File: src/rtl/adbg_ahb3_pkg.sv
// Shared AHB3 encodings and the bus-master FSM state type for the debug
// AHB3 front end.
package adbg_ahb3_pkg;

   // HTRANS encodings
   localparam logic [1:0] HTRANS_IDLE   = 2'b00;
   localparam logic [1:0] HTRANS_BUSY   = 2'b01;
   localparam logic [1:0] HTRANS_NONSEQ = 2'b10;
   localparam logic [1:0] HTRANS_SEQ    = 2'b11;

   // HSIZE encodings (bytes per beat = 1 << HSIZE)
   localparam logic [2:0] HSIZE_BYTE  = 3'b000;
   localparam logic [2:0] HSIZE_HWORD = 3'b001;
   localparam logic [2:0] HSIZE_WORD  = 3'b010;
   localparam logic [2:0] HSIZE_DWORD = 3'b011;

   // HBURST encodings
   localparam logic [3:0] HBURST_SINGLE = 4'b0000;
   localparam logic [3:0] HBURST_INCR   = 4'b0001;
   localparam logic [3:0] HBURST_WRAP4  = 4'b0010;
   localparam logic [3:0] HBURST_INCR4  = 4'b0011;

   // HPROT bit meanings; a cleared bit means opcode / user /
   // non-bufferable / non-cacheable respectively
   localparam logic [3:0] HPROT_DATA       = 4'b0001;
   localparam logic [3:0] HPROT_PRIVILEGED = 4'b0010;
   localparam logic [3:0] HPROT_BUFFERABLE = 4'b0100;
   localparam logic [3:0] HPROT_CACHEABLE  = 4'b1000;

   // Debug accesses are privileged data accesses that must reach the
   // target directly, never through a write buffer or cache
   localparam logic [3:0] HPROT_DEBUG = HPROT_DATA | HPROT_PRIVILEGED;

   // Bus-master FSM: one single transfer at a time
   typedef enum logic [1:0] {
      ST_IDLE = 2'd0,   // waiting for an eligible requester
      ST_ADDR = 2'd1,   // NONSEQ address phase on the bus
      ST_DATA = 2'd2    // data phase, waiting for HREADY
   } ahb_state_e;

endpackage : adbg_ahb3_pkg

File: src/rtl/adbg_ahb3_rr_arb.sv
// Two-way round-robin grant. When both requests are present the
// requester not granted last wins; the history only moves on a grant.
module adbg_ahb3_rr_arb (
   input  logic       clk,
   input  logic       rst_n,
   input  logic [1:0] req,
   output logic       grant_valid,
   output logic       grant_idx
);

   // Index of the requester granted most recently. Reset to 1 so that
   // requester 0 wins the first contested grant.
   logic last_q;

   // Pick the winner among the current requests
   always_comb begin
      // NOTE: every output of a combinational block gets a default first,
      // so no path through the case can leave it unassigned and infer a latch.
      grant_valid = |req;
      grant_idx   = 1'b0;
      unique case (req)
         2'b01:   grant_idx = 1'b0;
         2'b10:   grant_idx = 1'b1;
         2'b11:   grant_idx = ~last_q;
         default: grant_idx = 1'b0;
      endcase
   end

   // Remember who won, only when a grant is actually issued
   always_ff @(posedge clk or negedge rst_n) begin
      if (!rst_n) begin
         last_q <= 1'b1;
      end else if (grant_valid) begin
         last_q <= grant_idx;
      end
   end

endmodule : adbg_ahb3_rr_arb

File: src/rtl/adbg_ahb3_arb.sv
// AHB3 single-transfer bus master shared by two debug requesters.
// Each requester raises a level strobe with its transfer attributes and
// holds it until a one-cycle ack returns with read data and error status.
// DATA_WIDTH is meant to be 32 or 64.
module adbg_ahb3_arb
   import adbg_ahb3_pkg::*;
#(
   parameter int ADDR_WIDTH = 32,
   parameter int DATA_WIDTH = 32
) (
   input  logic                       HCLK,
   input  logic                       HRESETn,

   // requester side
   input  logic [1:0]                 req_strb,
   input  logic [1:0]                 req_we,
   input  logic [1:0][ADDR_WIDTH-1:0] req_addr,
   input  logic [1:0][2:0]            req_size,
   input  logic [1:0][DATA_WIDTH-1:0] req_wdata,
   output logic [1:0]                 req_ack,
   output logic                       req_err,
   output logic [DATA_WIDTH-1:0]      req_rdata,

   // AHB3 master side
   output logic                       HSEL,
   output logic [ADDR_WIDTH-1:0]      HADDR,
   output logic [DATA_WIDTH-1:0]      HWDATA,
   output logic                       HWRITE,
   output logic [2:0]                 HSIZE,
   output logic [3:0]                 HBURST,
   output logic [3:0]                 HPROT,
   output logic [1:0]                 HTRANS,
   output logic                       HMASTLOCK,
   input  logic [DATA_WIDTH-1:0]      HRDATA,
   input  logic                       HREADY,
   input  logic                       HRESP
);

   ahb_state_e             state_q;
   ahb_state_e             state_d;
   logic [1:0]             eligible;
   logic                   grant_valid;
   logic                   grant_idx;
   logic                   owner_q;
   logic [DATA_WIDTH-1:0]  wdata_q;
   logic                   xfer_done;

   // Fixed single-transfer attributes
   assign HSEL      = 1'b1;
   assign HMASTLOCK = 1'b0;
   assign HBURST    = HBURST_SINGLE;
   assign HPROT     = HPROT_DEBUG;

   // Only IDLE arbitrates. A strobe whose ack is on the wire this cycle
   // is still high but already served, so it is masked out.
   assign eligible = (state_q == ST_IDLE) ? (req_strb & ~req_ack) : 2'b00;

   // The data phase completes on the first edge with HREADY high
   assign xfer_done = (state_q == ST_DATA) && HREADY;

   assign HTRANS = (state_q == ST_ADDR) ? HTRANS_NONSEQ : HTRANS_IDLE;
   assign HWDATA = wdata_q;

   adbg_ahb3_rr_arb u_rr_arb (
      .clk         (HCLK),
      .rst_n       (HRESETn),
      .req         (eligible),
      .grant_valid (grant_valid),
      .grant_idx   (grant_idx)
   );

   // FSM state register
   always_ff @(posedge HCLK or negedge HRESETn) begin
      // NOTE: state is updated with non-blocking assignments so every
      // flop samples pre-edge values regardless of block ordering.
      if (!HRESETn) begin
         state_q <= ST_IDLE;
      end else begin
         state_q <= state_d;
      end
   end

   // FSM next-state: IDLE -> ADDR on grant, then advance on HREADY
   always_comb begin
      state_d = state_q;
      unique case (state_q)
         ST_IDLE: if (grant_valid) state_d = ST_ADDR;
         ST_ADDR: if (HREADY)      state_d = ST_DATA;
         ST_DATA: if (HREADY)      state_d = ST_IDLE;
         default:                  state_d = ST_IDLE;
      endcase
   end

   // Capture the winner's transfer attributes; held until the next grant
   always_ff @(posedge HCLK or negedge HRESETn) begin
      // NOTE: the bus-facing datapath registers are reset as well, so the
      // AHB outputs show known values while the block is held in reset.
      if (!HRESETn) begin
         HADDR   <= '0;
         HWRITE  <= 1'b0;
         HSIZE   <= 3'b000;
         wdata_q <= '0;
         owner_q <= 1'b0;
      end else if (grant_valid) begin
         HADDR   <= req_addr[grant_idx];
         HWRITE  <= req_we[grant_idx];
         HSIZE   <= req_size[grant_idx];
         wdata_q <= req_wdata[grant_idx];
         owner_q <= grant_idx;
      end
   end

   // Return the completed transfer's response and pulse the owner's ack
   always_ff @(posedge HCLK or negedge HRESETn) begin
      if (!HRESETn) begin
         req_ack   <= 2'b00;
         req_err   <= 1'b0;
         req_rdata <= '0;
      end else begin
         req_ack <= 2'b00;
         if (xfer_done) begin
            req_ack[owner_q] <= 1'b1;
            req_err          <= HRESP;
            req_rdata        <= HRDATA;
         end
      end
   end

endmodule : adbg_ahb3_arb

File: config.mk
export PLATFORM = sky130hd
export DESIGN_NAME = adbg_ahb3_arb
export DESIGN_NICKNAME = d
export VERILOG_FILES = /design/src/rtl/adbg_ahb3_pkg.sv /design/src/rtl/adbg_ahb3_rr_arb.sv /design/src/rtl/adbg_ahb3_arb.sv
export SDC_FILE = /design/constraint.sdc
export NUM_CORES = 1
export LEC_CHECK = 0
export BUFFER_PORTS_ARGS = -buffer_cell sky130_fd_sc_hd__buf_2
export CAP_MARGIN = 15
export CORE_ASPECT_RATIO = 0.6
export CORE_MARGIN = 10
export CORE_UTILIZATION = 43
export CTS_CLUSTER_SIZE = 14
export DETAILED_ROUTE_END_ITERATION = 10
export MAX_ROUTING_LAYER = met4
export PLACE_DENSITY = 0.77
export SYNTH_ARGS = -nofsm -noshare
export SYNTH_HDL_FRONTEND = slang
export SYNTH_SLANG_ARGS = --single-unit
File: constraint.sdc
create_clock -name HCLK -period 2.3 [get_ports HCLK]
set_input_delay 0.575 -clock HCLK [delete_from_list [all_inputs] [get_ports HCLK]]
set_output_delay 0.575 -clock HCLK [all_outputs]
set_load 0.01 [all_outputs]
==> results of run 1 <==
-- cells by family (layout without fill, tap and decap cells) --
group	after synthesis	count (layout)	share of synthesized area
multiplexers	33	33	0.0794
flip-flops	107	107	0.572
AO/OA/AOI/OAI	73	73	0.171
buffers and inverters	48	305	0.0529
other	2	12	0.00160
AND/OR/NAND/NOR	79	79	0.123
-- stage by stage --
| step | hold WS [ns] | setup slack, ns | utilization |
|---|---|---|---|
| 2_1_floorplan | 0.279 | 0.228 | - |
| 3_3_place_gp | 0.407 | 0.0819 | 0.580 |
| 3_5_place_dp | 0.426 | 0.0326 | 0.580 |
| 4_1_cts | 0.321 | 0.208 | 0.609 |
| 5_1_grt | 0.328 | 0.148 | 0.609 |
| 6_report | 0.285 | 0.213 | 0.609 |
-- where the power goes --
group | internal, mW | total, mW | switching [mW]
Clock | 0.865 | 1.59 | 0.727
Combinational | 2.06 | 4.05 | 1.98
Sequential | 2.78 | 3.24 | 0.459
Total | 5.71 | 8.88 | 3.17
-- critical path, stage by stage, from the launching register on --
cell and delay, ns:
dfrtp_1 0.44, or4b_2 0.66, or2_2 0.34, buf_4 0.23
o221a_2 0.28
-- how the worst min path moves through the flow --
stage / to / slack (ns) / cells after the start
2_1_floorplan: HADDR[0] / 0.28 / 0
3_3_place_gp: req_ack[0] / 0.41 / 1
3_5_place_dp: req_ack[0] / 0.43 / 1
4_1_cts: req_rdata[5] / 0.32 / 2
5_1_grt: req_rdata[5] / 0.33 / 2
6_report: req_rdata[5] / 0.28 / 2
-- state kept, by name, indices dropped and copies added (netlist names) --
signal	flops
u_rr_arb.last_q	1
owner_q	1
HWDATA	32
HSIZE	3
req_rdata	32
HWRITE	1
HADDR	32
state_q	2
req_err	1
req_ack	2
-- synth_stat cells, drive strengths merged --
master | count | area share
o21ai | 2 | 0.0021
o311ai | 1 | 0.0019
mux2 | 33 | 0.079
inv | 3 | 0.0024
nor2 | 2 | 0.0016
buf | 30 | 0.038
nor3b | 1 | 0.0016
or4b | 2 | 0.0043
dfstp | 1 | 0.0056
a31o | 1 | 0.0019
dfrtp | 106 | 0.57
nand3 | 1 | 0.0011
clkbuf | 15 | 0.012
o221a | 68 | 0.16
or2 | 1 | 0.0013
nor2b | 1 | 0.0013
a21boi | 1 | 0.0016
nand3b | 68 | 0.11
nand2 | 3 | 0.0024
conb | 2 | 0.0016
-- routing by layer --
layer / wire [um] / part of all wire
met5: 0 / 0
met4: 197 / 0.012
met3: 1210 / 0.075
met2: 8120 / 0.50
met1: 6600 / 0.41
-- final cells by class --
| class | instances | share of cell area |
|---|---|---|
| Antenna cell | 1 | 0.000388 |
| Clock buffer | 9 | 0.0349 |
| Clock inverter | 7 | 0.0128 |
| Inverter | 3 | 0.00174 |
| Multi-Input combinational cell | 196 | 0.277 |
| Sequential cell | 107 | 0.415 |
| Tap cell | 139 | 0.0269 |
| Timing Repair Buffer | 286 | 0.231 |
==> results.toml, run 1 <==
[run_status]
outcome = "complete, no violations"

[run]
drv_cap = 0

[die]
start_util = 0.442
dieArea_sq_um = 15600
core_region_area_sq_um = 10600
io_pins = 289
die_h_um = 101
rows = 29
die_w_um = 155

[detailed_routing]
first_iter_violations = 211
via_per_inst = 5.39
wire_per_inst_um = 21.6
drc = 0
dr.pass1.iters = 4
detail-route-antenna-nets = 0
wirelength_um = 16100
via_count = 4033

[timing]
rsz0062_at_grt = "no"
relSlewSlack = 0.487
worst_pin_slew_ns = 0.770
period_minus_slack_ns = 2.09
finClkSkew_ns = 0.0162
finalCritPeriodShare = 0.908
max_freq_mhz = 479
maxSlewViolCount = 0
setup_viol = 0
tns_ns = 0
finalHoldViolCount = 0

[final_layout]
final_cell_mix = "276 x buf_2, 106 x dfrtp_1, 68 x nand3b_1"
nets = 777
drive_above_1_share = 0.656
fin_area_sq_um = 6460
syn_to_final_growth_pct = 37.9
final_common_cell = "buf_2"
seq_area_sq_um = 2680
multi_input_area_sq_um = 1790
nFillCells = 883
stdcell_count = 748

[global_route]
grt_busiest_layer = "met2"
use_met2 = 0.330
met3_usage = 0.0597
grt_pass1_vias = 4457
grt_max_degree = 108
grt-ovfl-total = 0
use_met1 = 0.238
antenna_found_initial = 1
grt_pass1_wl_um = 24500
track_usage = 0.200

[clock_tree]
clock_sinks = 107
postCtsHoldBufs = 0
postCtsSetupRepairBufs = 0
cts_tree = "built"
h-tree-depth = 3
root_buffer = "clkbuf_16"
cts_buffers = 9
cts_resized = 0
clk_pin_slew_worst_paths_ns = 0.07
clock_path_buffers = 2
worstSkewPairLatency_ns = 0.34

[yosys]
yosys_warnings = 0
netlist_area_sq_um = 4680
ys_types = 24
syn_inst = 342
syn_area_per_cell_sq_um = 13.7
yosysSeqAreaShare = 0.572
synth.ff_latch_count = 107

[worst_setup_path]
crit_fanout = 26
worst-setup-path-type = "reg2reg"
critical_path.endpoint = "HWDATA[8]"
r2r_cells = 4
critPathRequiredTime_ns = 2.52
endpoint_kind = "flop"
timing.rr.start = "state_q[1]"
r2r_slack_ns = 0.21
crit_start = "state_q[1]"
rr_endpoint = "HWDATA[8]"
crit_arrival_ns = 2.31
critPathLaunchType = "flop"

[placement]
io_buffers = 277
post-dp-hpwl_um = 12200
dp_cells = 731
gp_congestion = 0.872
dpl_cell_area_sq_um = 6150

[power_and_ir_drop]
leakage_nw = 3.03
powerDensity_nw_per_um2 = 1380
ir_worst_vdd_uv = 698
power.total_mw = 8.88

[hold_path]
hp-class = "in2async"
Note: power is estimated with default switching activity, not from simulation.
==> run 2, diff against run 1 <==
- CORE_UTILIZATION: 43 -> 44
- PLACE_DENSITY: 0.77 -> 0.78
- SYNTH_HIERARCHICAL: unset -> 1
==> results.toml, run 2 <==
[timing]
maxSlewViolCount = 0
max_freq_mhz = 489
finClkSkew_ns = 0.0121
whs_ns = 0.108
finalHoldViolCount = 0
period_minus_slack_ns = 2.05
rsz0062_at_grt = "no"
tns_ns = 0
setup_viol = 0
finalCritPeriodShare = 0.890

[yosys]
async_flop_share = 1.00
syn_area_per_cell_sq_um = 12.0
yosysSeqAreaShare = 0.557
ys_top_cells_by_area = "dfrtp_1 55%, mux2i_1 14%, mux2_4 8.7%"
synth_top_cell_by_area = "dfrtp_1"
synth.top_cell.area_share = 0.551
synth_common_cells = "106 x dfrtp_1, 71 x nor2_1, 70 x a21oi_1, 68 x mux2i_1, 28 x mux2_4"
synth-edff-count = 0
yosys_warnings = 6
netlist_area_sq_um = 4810
ys_types = 24
synthFlopType = "dfrtp_1"
synth.ff_latch_count = 107
post-synth-top-count-cell = "dfrtp_1"
syn_inst = 402

[power_and_ir_drop]
ir_worst_vdd_uv = 702
powerDensity_nw_per_um2 = 1360
leakage_nw = 3.37

[clock_tree]
clock_sinks = 107
cts_buffers = 9
postCtsSetupRepairBufs = 0
postCtsHoldBufs = 0
worstSkewPairLatency_ns = 0.34
root_buffer = "clkbuf_16"
clk_pin_slew_worst_paths_ns = 0.07
cts_tree = "built"
clock_path_buffers = 2
h-tree-depth = 3
cts_resized = 0

[die]
dieArea_sq_um = 15700
io_pins = 289
die_w_um = 155
die_h_um = 101
rows = 29
core_region_area_sq_um = 10600
start_util = 0.453

[worst_setup_path]
critPathLaunchType = "flop"
crit_fanout = 44
cpPeakStageDelay_ns = 0.46
critPathRequiredTime_ns = 2.50
path_cells = "nor4b_1, a21boi_4, buf_12, mux2i_1, a21oi_1"
worst-setup-path-type = "reg2reg"
crit_arrival_ns = 2.25
slowest_stage = "dfrtp_1"
cp_top_family = "flip-flops"
endpoint_kind = "flop"
path_buf_inv = 1

[detailed_routing]
first_iter_violations = 138
detail-route-antenna-nets = 0
via_per_inst = 4.80
wirelength_um = 14600
drc = 0
dr.pass1.iters = 4
wire_per_inst_um = 17.9
via_count = 3913

[global_route]
grt-ovfl-total = 0
grt_pass1_wl_um = 21800
grt_pass1_vias = 4145
track_usage = 0.179
antenna_found_initial = 2
grt_max_degree = 93

[placement]
post-dp-hpwl_um = 12000
io_buffers = 277
gp_congestion = 0.772

[final_layout]
final_cell_mix = "276 x buf_2, 106 x dfrtp_1, 71 x nor2_1"
syn_to_final_growth_pct = 36.9
final_common_cell = "buf_2"
nFillCells = 870
nets = 844
fin_util = 0.620
drive_above_1_share = 0.501

[run_status]
outcome = "complete, no violations"

[hold_path]
hp-class = "in2async"

[run]
drv_cap = 0
==> run 2: cell types whose count changed after synthesis, moves of 3 or more <==
| cell | previous run | this run |
|---|---|---|
| a21oi_1 | 0 | 70 |
| nor2_1 | 2 | 71 |
| mux2i_1 | 0 | 68 |
| nand3b_1 | 68 | 0 |
| o221a_2 | 59 | 0 |
| mux2_2 | 33 | 5 |
| mux2_4 | 0 | 28 |
| o221a_1 | 9 | 0 |
| clkbuf_1 | 15 | 7 |
| buf_1 | 8 | 1 |
| buf_4 | 11 | 17 |
| buf_6 | 2 | 5 |
==> run 2: final timing paths <==
check | start | endpoint | slack, ns | cells after the start
worst min register to register | owner_q | req_ack[0] | 0.43 | 1
worst max-delay path | state_q[1] | HWDATA[3] | 0.25 | 5
worst max register to register | state_q[1] | HWDATA[3] | 0.25 | 5
worst min-delay path | HRESETn | HWDATA[0] | 0.11 | 1
min in group HCLK | owner_q | req_ack[0] | 0.43 | 1
max in group asynchronous | HRESETn | u_rr_arb/last_q | 1.51 | 2
==> run 2: cell type report <==
cell class                 count  area [sq um]  share of cell area
antenna                        2          5.00            0.000759
clock buffer                  10           229              0.0347
clock inverter                 6          57.6             0.00873
inverter                       1          3.75            0.000570
multi-input combinational    265          1920               0.292
sequential                   107          2680               0.406
tap                          139           174              0.0264
timing repair buffer         286          1520               0.230
==> run 2: stage by stage <==
step	total power [mW]	cells	worst slack, ns	cell area (sq um)
5_1_grt	9.61	816	0.0532	6590
3_3_place_gp	7.41	798	0.243	6300
4_1_cts	9.09	814	0.245	6590
2_1_floorplan	5.92	411	0.366	4850
3_5_place_dp	7.60	798	0.127	6300
6_report	8.97	816	0.254	6590
==> run 2: cells by family (layout without fill, tap and decap cells) <==
family	after synthesis	count (layout)	share of synthesized area
muxes	101	101	0.241
other	2	13	0.00156
buffers and inverters	39	303	0.0536
and+or+nand+nor	80	80	0.0707
DFF	107	107	0.557
AOI/OAI and AO/OA	73	73	0.0770
==> run 2: power breakdown <==
| part | internal (mW) | switching [mW] |
|---|---|---|
| clock network | 0.761 | 0.704 |
| registers | 2.83 | 0.535 |
| logic | 1.93 | 2.22 |
| total | 5.51 | 3.46 |
==> run 2: per-layer routing <==
metal	track usage	up-vias	wire [um]
met5	-	-	0
met4	0.0340	0	119
met3	0.0772	9	1500
met2	0.309	171	7370
met1	0.189	1831	5630
li1	-	1902	-
